$ cat src/rtl/game_pkg.sv
// Purpose : shared types and constants for the runner-game flow controller.
// Latency : n/a (types only).
// Backpressure: n/a.
package game_pkg;

  typedef enum logic [2:0] {
    S_COUNT  = 3'd0,
    S_LOGO   = 3'd1,
    S_PLAYER = 3'd2,
    S_PLAY   = 3'd3,
    S_HIT    = 3'd4,
    S_OVER   = 3'd5
  } game_state_t;

  // Game-over layer offset while the layer is hidden.
  localparam int unsigned OFFSCREEN = 700;

endpackage

$ cat src/rtl/game_if.sv
// Purpose : bundles the controller's frame/input pulses and layer/score outputs.
// Latency : n/a (wires only).
// Backpressure: none; pulses are one clk wide and are never stalled.
// master = environment (drives tick/buttons/hits), slave = game_controller.
interface game_if #(
  parameter int NUM_LANES = 3,
  parameter int NUM_COIN  = 3,
  parameter int NUM_FATAL = 4,
  parameter int SCORE_W   = 16,
  parameter int LIVES     = 3
);
  import game_pkg::*;

  localparam int LANE_W  = $clog2(NUM_LANES);
  localparam int LIVES_W = $clog2(LIVES + 1);

  logic                 frame_tick;
  logic                 btn_left;
  logic                 btn_right;
  logic                 restart;
  logic [NUM_COIN-1:0]  coin_hit;
  logic [NUM_FATAL-1:0] fatal_hit;

  game_state_t          state;
  logic [11:0]          logo_voffset;
  logic [11:0]          player_voffset;
  logic [11:0]          player_hoffset;
  logic [LANE_W-1:0]    player_lane;
  logic                 spawn_en;
  logic                 invuln;
  logic [11:0]          over_voffset;
  logic [SCORE_W-1:0]   score;
  logic [SCORE_W-1:0]   high_score;
  logic [LIVES_W-1:0]   lives;

  modport master (
    output frame_tick, btn_left, btn_right, restart, coin_hit, fatal_hit,
    input  state, logo_voffset, player_voffset, player_hoffset, player_lane,
           spawn_en, invuln, over_voffset, score, high_score, lives
  );

  modport slave (
    input  frame_tick, btn_left, btn_right, restart, coin_hit, fatal_hit,
    output state, logo_voffset, player_voffset, player_hoffset, player_lane,
           spawn_en, invuln, over_voffset, score, high_score, lives
  );

endinterface

$ cat src/rtl/game_lane_tracker.sv
// Purpose : button edge detect, clamped lane position and signed pixel offset.
// Latency : lane/hoffset update 1 clk after a button rising edge.
// Backpressure: none; edges outside en are dropped, not queued.
// Ports: clk/rst, clr (recentre), en (moves allowed), btn_left/btn_right (levels),
//        lane (current lane), hoffset (signed (lane-centre)*LANE_PITCH).
module lane_tracker #(
  parameter int NUM_LANES  = 3,
  parameter int LANE_PITCH = 100,
  parameter int LANE_W     = $clog2(NUM_LANES)
) (
  input  logic              clk,
  input  logic              rst,
  input  logic              clr,
  input  logic              en,
  input  logic              btn_left,
  input  logic              btn_right,
  output logic [LANE_W-1:0] lane,
  output logic [11:0]       hoffset
);

  localparam int CENTRE = NUM_LANES / 2;
  localparam int LAST   = NUM_LANES - 1;

  logic              left_prev_q, right_prev_q;
  logic              left_rise, right_rise;
  logic [LANE_W-1:0] lane_d, lane_q;
  logic [11:0]       hoffset_d, hoffset_q;
  logic signed [31:0] offset;

  always_comb begin
    left_rise  = btn_left  & ~left_prev_q;
    right_rise = btn_right & ~right_prev_q;
    lane_d     = lane_q;
    if (clr) begin
      lane_d = LANE_W'(CENTRE);
    end else if (en && (left_rise ^ right_rise)) begin
      // Simultaneous edges cancel; a single edge moves one lane, clamped.
      if (right_rise && (lane_q != LANE_W'(LAST))) lane_d = lane_q + 1'b1;
      else if (left_rise && (lane_q != '0))         lane_d = lane_q - 1'b1;
    end
    offset    = (signed'(32'(lane_d)) - CENTRE) * LANE_PITCH;
    hoffset_d = offset[11:0];
  end

  always_ff @(posedge clk) begin
    if (rst) begin
      left_prev_q  <= 1'b0;
      right_prev_q <= 1'b0;
      lane_q       <= LANE_W'(CENTRE);
      hoffset_q    <= '0;
    end else begin
      left_prev_q  <= btn_left;
      right_prev_q <= btn_right;
      lane_q       <= lane_d;
      hoffset_q    <= hoffset_d;
    end
  end

  assign lane    = lane_q;
  assign hoffset = hoffset_q;

endmodule

$ cat src/rtl/game_controller.sv
// Purpose : runner-game flow FSM (countdown, logo fade, player fade, play/hit, over),
//           score, high score, lives and lane position.
// Latency : every output registered, 1 clk after its cause.
// Backpressure: none; frame_tick paces fades/timers, hits/coins act every clk.
// Ports: clk, rst (sync, active-high), bus (game_if.slave: inputs tick/buttons/
//        restart/coin_hit/fatal_hit, outputs state/layer offsets/lane/score/lives).
module game_controller #(
  parameter int NUM_LANES        = 3,
  parameter int LANE_PITCH       = 100,
  parameter int NUM_COIN         = 3,
  parameter int NUM_FATAL        = 4,
  parameter int SCORE_W          = 16,
  parameter int LIVES            = 3,
  parameter int COUNTDOWN_FRAMES = 5,
  parameter int LOGO_STEP        = 30,
  parameter int LOGO_END         = 640,
  parameter int PLAYER_START     = 180,
  parameter int PLAYER_STEP      = 20,
  parameter int PLAYER_END       = 50,
  parameter int INVULN_FRAMES    = 60,
  parameter int OFFSCREEN        = int'(game_pkg::OFFSCREEN)
) (
  input  logic   clk,
  input  logic   rst,
  game_if.slave  bus
);
  import game_pkg::*;

  localparam int LANE_W  = $clog2(NUM_LANES);
  localparam int LIVES_W = $clog2(LIVES + 1);
  localparam int TMR_W   = 16;

  game_state_t        state_d, state_q;
  logic [TMR_W-1:0]   timer_d, timer_q;   // countdown in S_COUNT, invuln window in S_HIT
  logic [11:0]        logo_d, logo_q;
  logic [11:0]        player_d, player_q;
  logic [SCORE_W-1:0] score_d, score_q;
  logic [SCORE_W-1:0] high_d, high_q;
  logic [LIVES_W-1:0] lives_d, lives_q;
  logic               spawn_d, spawn_q;
  logic               invuln_d, invuln_q;
  logic [11:0]        over_d, over_q;
  logic [SCORE_W:0]   score_sum;
  logic               playing;
  logic               new_game;

  always_comb begin
    state_d   = state_q;
    timer_d   = timer_q;
    logo_d    = logo_q;
    player_d  = player_q;
    score_d   = score_q;
    high_d    = high_q;
    lives_d   = lives_q;
    new_game  = 1'b0;
    playing   = (state_q == S_PLAY) || (state_q == S_HIT);
    score_sum = {1'b0, score_q} + (SCORE_W+1)'($countones(bus.coin_hit));

    if (playing) score_d = score_sum[SCORE_W] ? '1 : score_sum[SCORE_W-1:0];

    case (state_q)
      S_COUNT: if (bus.frame_tick) begin
        if (timer_q != '0)       timer_d = timer_q - 1'b1;
        if (timer_q <= TMR_W'(1)) state_d = S_LOGO;
      end
      S_LOGO: if (bus.frame_tick) begin
        // Leave on the tick whose step reaches the end offset.
        if (logo_q < 12'(LOGO_END)) begin
          logo_d = logo_q + 12'(LOGO_STEP);
          if (logo_d >= 12'(LOGO_END)) state_d = S_PLAYER;
        end else begin
          state_d = S_PLAYER;
        end
      end
      S_PLAYER: if (bus.frame_tick) begin
        if ({1'b0, player_q} >= 13'(PLAYER_END + PLAYER_STEP)) player_d = player_q - 12'(PLAYER_STEP);
        else                                                    player_d = 12'(PLAYER_END);
        if (player_d == 12'(PLAYER_END)) state_d = S_PLAY;
      end
      S_PLAY: if (|bus.fatal_hit) begin
        if (lives_q <= LIVES_W'(1)) begin
          lives_d = '0;
          state_d = S_OVER;
        end else begin
          lives_d = lives_q - 1'b1;
          timer_d = TMR_W'(INVULN_FRAMES);
          state_d = S_HIT;
        end
      end
      S_HIT: if (bus.frame_tick) begin
        if (timer_q != '0)       timer_d = timer_q - 1'b1;
        if (timer_q <= TMR_W'(1)) state_d = S_PLAY;
      end
      S_OVER: if (bus.frame_tick && bus.restart) new_game = 1'b1;
      default: new_game = 1'b1;
    endcase

    // Capture against score_d so coins on the killing clk are included.
    if ((state_d == S_OVER) && (state_q != S_OVER) && (score_d > high_q)) high_d = score_d;

    if (new_game) begin
      state_d  = S_COUNT;
      timer_d  = TMR_W'(COUNTDOWN_FRAMES);
      logo_d   = '0;
      player_d = 12'(PLAYER_START);
      score_d  = '0;
      lives_d  = LIVES_W'(LIVES);
    end

    spawn_d  = (state_d == S_PLAY) || (state_d == S_HIT);
    invuln_d = (state_d == S_HIT);
    over_d   = (state_d == S_OVER) ? 12'd0 : 12'(OFFSCREEN);
  end

  always_ff @(posedge clk) begin
    if (rst) begin
      state_q  <= S_COUNT;
      timer_q  <= TMR_W'(COUNTDOWN_FRAMES);
      logo_q   <= '0;
      player_q <= 12'(PLAYER_START);
      score_q  <= '0;
      high_q   <= '0;
      lives_q  <= LIVES_W'(LIVES);
      spawn_q  <= 1'b0;
      invuln_q <= 1'b0;
      over_q   <= 12'(OFFSCREEN);
    end else begin
      state_q  <= state_d;
      timer_q  <= timer_d;
      logo_q   <= logo_d;
      player_q <= player_d;
      score_q  <= score_d;
      high_q   <= high_d;
      lives_q  <= lives_d;
      spawn_q  <= spawn_d;
      invuln_q <= invuln_d;
      over_q   <= over_d;
    end
  end

  lane_tracker #(
    .NUM_LANES  (NUM_LANES),
    .LANE_PITCH (LANE_PITCH),
    .LANE_W     (LANE_W)
  ) u_lane (
    .clk       (clk),
    .rst       (rst),
    .clr       (new_game),
    .en        (playing),
    .btn_left  (bus.btn_left),
    .btn_right (bus.btn_right),
    .lane      (bus.player_lane),
    .hoffset   (bus.player_hoffset)
  );

  assign bus.state          = state_q;
  assign bus.logo_voffset   = logo_q;
  assign bus.player_voffset = player_q;
  assign bus.spawn_en       = spawn_q;
  assign bus.invuln         = invuln_q;
  assign bus.over_voffset   = over_q;
  assign bus.score          = score_q;
  assign bus.high_score     = high_q;
  assign bus.lives          = lives_q;

endmodule
$ cat src/flat_wrapper.sv
// flat-port wrapper written by rule: the top's interface ports become plain ports
module game_controller_flat import game_pkg::*;
#(
  parameter int NUM_LANES        = 3,
  parameter int LANE_PITCH       = 100,
  parameter int NUM_COIN         = 3,
  parameter int NUM_FATAL        = 4,
  parameter int SCORE_W          = 16,
  parameter int LIVES            = 3,
  parameter int COUNTDOWN_FRAMES = 5,
  parameter int LOGO_STEP        = 30,
  parameter int LOGO_END         = 640,
  parameter int PLAYER_START     = 180,
  parameter int PLAYER_STEP      = 20,
  parameter int PLAYER_END       = 50,
  parameter int INVULN_FRAMES    = 60,
  parameter int OFFSCREEN        = int'(game_pkg::OFFSCREEN)
)
  (clk, rst, bus_frame_tick, bus_btn_left, bus_btn_right, bus_restart, bus_coin_hit, bus_fatal_hit, bus_state, bus_logo_voffset, bus_player_voffset, bus_player_hoffset, bus_player_lane, bus_spawn_en, bus_invuln, bus_over_voffset, bus_score, bus_high_score, bus_lives);
  game_if #(.NUM_LANES(NUM_LANES), .NUM_COIN(NUM_COIN), .NUM_FATAL(NUM_FATAL), .SCORE_W(SCORE_W), .LIVES(LIVES)) bus_i ();
  input  logic clk;
  input  logic rst;
  input wire logic [$bits(bus_i.frame_tick)-1:0] bus_frame_tick;
  input wire logic [$bits(bus_i.btn_left)-1:0] bus_btn_left;
  input wire logic [$bits(bus_i.btn_right)-1:0] bus_btn_right;
  input wire logic [$bits(bus_i.restart)-1:0] bus_restart;
  input wire logic [$bits(bus_i.coin_hit)-1:0] bus_coin_hit;
  input wire logic [$bits(bus_i.fatal_hit)-1:0] bus_fatal_hit;
  output wire logic [$bits(bus_i.state)-1:0] bus_state;
  output wire logic [$bits(bus_i.logo_voffset)-1:0] bus_logo_voffset;
  output wire logic [$bits(bus_i.player_voffset)-1:0] bus_player_voffset;
  output wire logic [$bits(bus_i.player_hoffset)-1:0] bus_player_hoffset;
  output wire logic [$bits(bus_i.player_lane)-1:0] bus_player_lane;
  output wire logic [$bits(bus_i.spawn_en)-1:0] bus_spawn_en;
  output wire logic [$bits(bus_i.invuln)-1:0] bus_invuln;
  output wire logic [$bits(bus_i.over_voffset)-1:0] bus_over_voffset;
  output wire logic [$bits(bus_i.score)-1:0] bus_score;
  output wire logic [$bits(bus_i.high_score)-1:0] bus_high_score;
  output wire logic [$bits(bus_i.lives)-1:0] bus_lives;
  assign bus_i.frame_tick = bus_frame_tick;
  assign bus_i.btn_left = bus_btn_left;
  assign bus_i.btn_right = bus_btn_right;
  assign bus_i.restart = bus_restart;
  assign bus_i.coin_hit = bus_coin_hit;
  assign bus_i.fatal_hit = bus_fatal_hit;
  assign bus_state = bus_i.state;
  assign bus_logo_voffset = bus_i.logo_voffset;
  assign bus_player_voffset = bus_i.player_voffset;
  assign bus_player_hoffset = bus_i.player_hoffset;
  assign bus_player_lane = bus_i.player_lane;
  assign bus_spawn_en = bus_i.spawn_en;
  assign bus_invuln = bus_i.invuln;
  assign bus_over_voffset = bus_i.over_voffset;
  assign bus_score = bus_i.score;
  assign bus_high_score = bus_i.high_score;
  assign bus_lives = bus_i.lives;
  game_controller #(.NUM_LANES(NUM_LANES), .LANE_PITCH(LANE_PITCH), .NUM_COIN(NUM_COIN), .NUM_FATAL(NUM_FATAL), .SCORE_W(SCORE_W), .LIVES(LIVES), .COUNTDOWN_FRAMES(COUNTDOWN_FRAMES), .LOGO_STEP(LOGO_STEP), .LOGO_END(LOGO_END), .PLAYER_START(PLAYER_START), .PLAYER_STEP(PLAYER_STEP), .PLAYER_END(PLAYER_END), .INVULN_FRAMES(INVULN_FRAMES), .OFFSCREEN(OFFSCREEN)) u_core (.clk(clk), .rst(rst), .bus(bus_i));
endmodule
$ cat config.mk
export PLATFORM = sky130hd
export DESIGN_NAME = game_controller_flat
export DESIGN_NICKNAME = d
export VERILOG_FILES = /design/src/rtl/game_pkg.sv /design/src/rtl/game_if.sv /design/src/rtl/game_lane_tracker.sv /design/src/rtl/game_controller.sv /design/src/flat_wrapper.sv
export SDC_FILE = /design/constraint.sdc
export NUM_CORES = 1
export LEC_CHECK = 0
export BUFFER_PORTS_ARGS = -buffer_cell sky130_fd_sc_hd__buf_2
export CAP_MARGIN = 20
export CORE_MARGIN = 2
export CORE_UTILIZATION = 45
export CTS_CLUSTER_DIAMETER = 120
export DETAILED_ROUTE_END_ITERATION = 8
export PLACE_DENSITY = 0.64
export RECOVER_POWER = 100
export SYNTH_ARGS = -nofsm -noshare
export SYNTH_HDL_FRONTEND = slang
export SYNTH_HIERARCHICAL = 1
export SYNTH_SLANG_ARGS = --single-unit
$ cat constraint.sdc
create_clock -name clk -period 5.6 [get_ports clk]
set_clock_uncertainty 0.05 [all_clocks]
set_input_delay 0.56 -clock clk [delete_from_list [all_inputs] [get_ports clk]]
set_output_delay 0.56 -clock clk [all_outputs]
set_load 0.005 [all_outputs]
==> summary by stage <==
Timing
The final number of hold-violating endpoints is 0. The worst path needs ~4.6 ns of the cycle, external delays included. The final number of max-transition violations is 37. Summed over all failing endpoints, the final setup total negative slack is 0 ns. The worst slew margin relative to its limit is -0.516. Setup repair after global routing left no endpoint under its margin. At the pin with the least slew margin, the transition time is approximately 2.3 ns. Setup violations remaining at the end of the flow were counted as 0. The maximum clock frequency is about 220 MHz.

Dividing the final minimum period by the clock period gives 0.817.

Global route
Entering global routing, the biggest net connects 37 pins. The global-route wire length before repair is 19300 um. The aggregate global routing overflow is 0. For met2 alone, demand over resource in global routing was 0.321. The global routing usage summed across all routing layers is 0.204. The met3 routing resource usage after global routing is 0.0359. The number of global-route vias before repair is approximately 4.0k. met2 is the most crowded layer. The number of antenna violations at the first check in global routing is 0. The met1 global-route usage is 0.278.

Route
The per-cell routed wire length is between 15 and 20 um. The via count is around 4.5k. For this run, the detailed router's first-pass iteration total came to 5.

For this block, the initial DRC count from the detailed router was ~250. The post-detailed-route via-to-cell ratio is roughly 5.5. The post-detailed-route count of antenna-violating nets is 0. After detailed routing, the number of remaining DRC violations is 0. The final routed wirelength across all metal layers is approximately 12000 um.

Run
The reported max-cap violation count is 1.

CTS
After clock tree synthesis, the clock-pin slew on the worst setup and hold paths is ~0.060 ns. The number of setup buffers added after CTS is 0. The maximum buffer depth of the clock tree is 2.

The maximum level of the CTS H-tree is 3. Buffers inserted during clock tree synthesis total 9. In this run, post-CTS hold repair placed 0 buffers. In this run the clock root is driven by a clkbuf_16. Once the clock tree was built, the resizer swapped 0 gates to a different size.

The CTS tree is yes. The total clock sinks is 88. At the later pin of the worst-skew pair, clock insertion delay measures about 0.34 ns.

Synthesis
Counting instances in the post-synthesis netlist gives the leading cell types as dfxtp_1 (88), nor2_1 (65), inv_1 (45). The synthesized netlist cell count is a little under 600. For this run, the leading register cell type out of synthesis is dfxtp_1. The sequential-to-total area share from yosys stat is 0.347.

During synthesis, Yosys emitted a total of 6 warnings. In the post-synthesis netlist, the biggest area contributors are dfxtp_1 (35%), ha_1 (6.7%), nor2_1 (4.8%). After synthesis, the largest family of logic cells by area is simple AND/OR/NAND/NOR gates. Of the total synthesized cell area, the portion taken by XOR and XNOR cells is 0.0518. The cell type with the largest total area after synthesis is dfxtp_1. The area share of and/or/nand/nor cells after synthesis is 0.234.

The mapped cell area is approximately 5000 um2. Of the total synthesized cell area, the portion taken by full adders, half adders and majority gates is 0.0745. The multiplexer share of the synthesized area is 0.0192. The number of synthesized register bits is roughly 90. The most common cell in the synthesized netlist is dfxtp_1. The number of distinct library cell variants in the gate-level netlist after synthesis is 71.

Of all flip-flops after synthesis, the portion carrying an async set or reset was 0. Yosys mapped a number of flops with a built-in enable equal to 0. The compound-cell area share of the yosys netlist is 0.187. The mean instance size in the synthesized netlist is about 8.5 um2. The share of Yosys cell area claimed by the top area cell type is 0.347.

Critical path
The worst path required time is 5.78 ns. The critical path goes through buf_2 > fa_1 > ha_1 > fa_1 > o211ai_1 > or3_1 > o21ai_0 > a21oi_1 > inv_1 > ha_1 > and4_1 > nand3_1 > nor2_1 > a221oi_1 > buf_4 > and3_1 > buf_4 > a211oi_1. The critical-path cell with the highest stage delay is fa_1. In this run the critical register-to-register path is launched from u_core/bus.score[0]. The signal arrival time at the worst endpoint is 4.76 ns. The delay contributed by the slowest stage of the critical path is 0.47 ns. The critical path launch point is bus_coin_hit[0].

STA classifies the critical path endpoint as a register. The largest fanout on the critical path is 16. The critical path startpoint category is a primary input. Broken down by cell family, the worst path's largest delay share belongs to adder cells. The classification of the worst setup path is in2reg. Counting both buffers and inverters, the worst setup path holds a total of 4.

Place
The final estimated routing congestion in global placement is roughly 0.85. The count of buffers inserted at the top-level ports is 92. Detailed placement finished with a half-perimeter wire length of 8840 um.

Power and ir drop
The total power divided by cell area is approximately 240 nW/um2. The reported leakage power is between 0.002 and 0.0025 uW. The overall power is between 1000 and 1500 uW.

The worst-case IR drop observed on VDD is roughly 0.17 mV.

Layout
After the last flow step, the layout net total stands at approximately 700. The final antenna diode count is 0. The signed area change from the synthesized netlist to the final layout is 12.0%.

The proportion of layout cells with a drive suffix above 1 is 0.107.

Min path
The start point of the worst hold path is bus_btn_right. The worst hold-check path type is in2reg.

Die
The area of the core is ~11000 um2. During I/O placement, the number of pins put on the boundary was between 100 and 150. The floorplan step set the die height to 110 um. The floorplan step set the die width to about 110 um. The starting utilization of the core area is 0.464. The full die area is between 10000 and 15000 um2. After floorplanning, the core was divided into 38 placement rows.

Status
The final reports fail on capacitance limit, slew limit. The run finished, with violations left.
final cells by class:
class,instances,area (um2)
clock buffer,13,260
multi-input combinational,426,2850
clock inverter,3,40.0
timing repair buffer,97,432
inverter,45,169
fill,1095,5250
sequential,88,1760
tap,140,175
worst paths after layout:
path	slack, ns	cells past startpoint	to
worst min-delay path	0.42	2	u_core/u_lane/right_prev_q
worst max register to register	1.04	17	u_core/bus.high_score[11]
worst max-delay path	1.02	18	u_core/bus.high_score[11]
worst min register to register	0.44	1	u_core/bus.logo_voffset[10]
layer usage:
metal | vias to the layer above | share of wire
met4 | 0 | 0.016
met1 | 2109 | 0.48
met2 | 128 | 0.45
met5 | - | 0
li1 | 2234 | -
met3 | 15 | 0.059
worst register-to-register path, delay by kind of cell (launching register included):
family                     cells  cell delay [ns]
buffers and inverters          3             0.51
adders and majority gates      4             1.36
and+or+nand+nor                5             1.19
DFF                            1             0.36
AOI/OAI and AO/OA              5             0.98
through the flow:
step / setup slack (ns) / hold slack [ns] / area, um2 / util / std cells
after floorplan: 1.22 / 0.415 / 5100 / - / 603
after global placement: 0.847 / 0.416 / 5510 / 0.504 / 796
after detailed placement: 0.693 / 0.421 / 5510 / 0.504 / 796
after CTS: 1.05 / 0.414 / 5810 / 0.531 / 812
after global routing: 0.664 / 0.422 / 5680 / 0.520 / 812
final: 1.02 / 0.424 / 5680 / 0.520 / 812
registers in the layout, summed over array words and instances, names as in the netlist, 2 cells and up:
signal	cells
u_core/bus.logo_voffset	11
u_core/bus.state	3
u_core/bus.high_score	16
u_core/u_lane/hoffset	5
u_core/timer_q	16
u_core/bus.player_voffset	12
u_core/u_lane/lane	2
u_core/bus.score	16
u_core/bus.lives	2
power breakdown:
| group | switching [uW] | total, uW | internal [uW] | leakage (uW) |
|---|---|---|---|---|
| combinational | 76.2 | 117 | 41.0 | 0.00139 |
| sequential | 10.1 | 646 | 636 | 0.000711 |
| clock | 242 | 611 | 369 | 0.000150 |
| total | 329 | 1370 | 1050 | 0.00225 |
layout by cell type, fill, tap and decap left out, drive strengths merged, types with 3 or more instances in the layout:
| cell type | Yosys | layout |
|---|---|---|
| nand2b | 6 | 6 |
| xnor2 | 6 | 6 |
| nor2b | 10 | 10 |
| o211ai | 10 | 10 |
| o2111ai | 6 | 6 |
| a21oi | 22 | 22 |
| or4 | 4 | 4 |
| ha | 27 | 27 |
| nand3b | 3 | 3 |
| conb | 2 | 9 |
| a211o | 4 | 4 |
| or2 | 3 | 3 |
| dfxtp | 88 | 88 |
| inv | 45 | 45 |
| a31oi | 16 | 16 |
| mux2 | 3 | 3 |
| nor3b | 5 | 5 |
| nor4 | 7 | 7 |
| nand4b | 5 | 5 |
| o311ai | 3 | 3 |
| and3 | 8 | 8 |
| xor2 | 24 | 24 |
| nand2 | 35 | 35 |
| buf | 24 | 48 |
| clkbuf | 20 | 62 |
| nand4 | 6 | 6 |
| o21a | 7 | 7 |
| and2 | 14 | 14 |
| and4 | 4 | 4 |
| a211oi | 17 | 17 |
| nor2 | 66 | 66 |
| or3 | 6 | 6 |
| mux2i | 6 | 6 |
| nor3 | 11 | 11 |
| nand3 | 18 | 18 |
| a21o | 3 | 3 |
| o21ai | 23 | 23 |
cells by family (layout without fill, tap and decap cells):
logic type / count (synthesis) / count (layout)
adders and majority gates: 29 / 29
and+or+nand+nor: 219 / 219
muxes: 9 / 9
buffers and inverters: 89 / 158
xor gates and xnor gates: 30 / 30
other: 2 / 9
AOI/OAI and AO/OA: 130 / 130
DFF: 88 / 88
(Power assumes the default switching activity.)
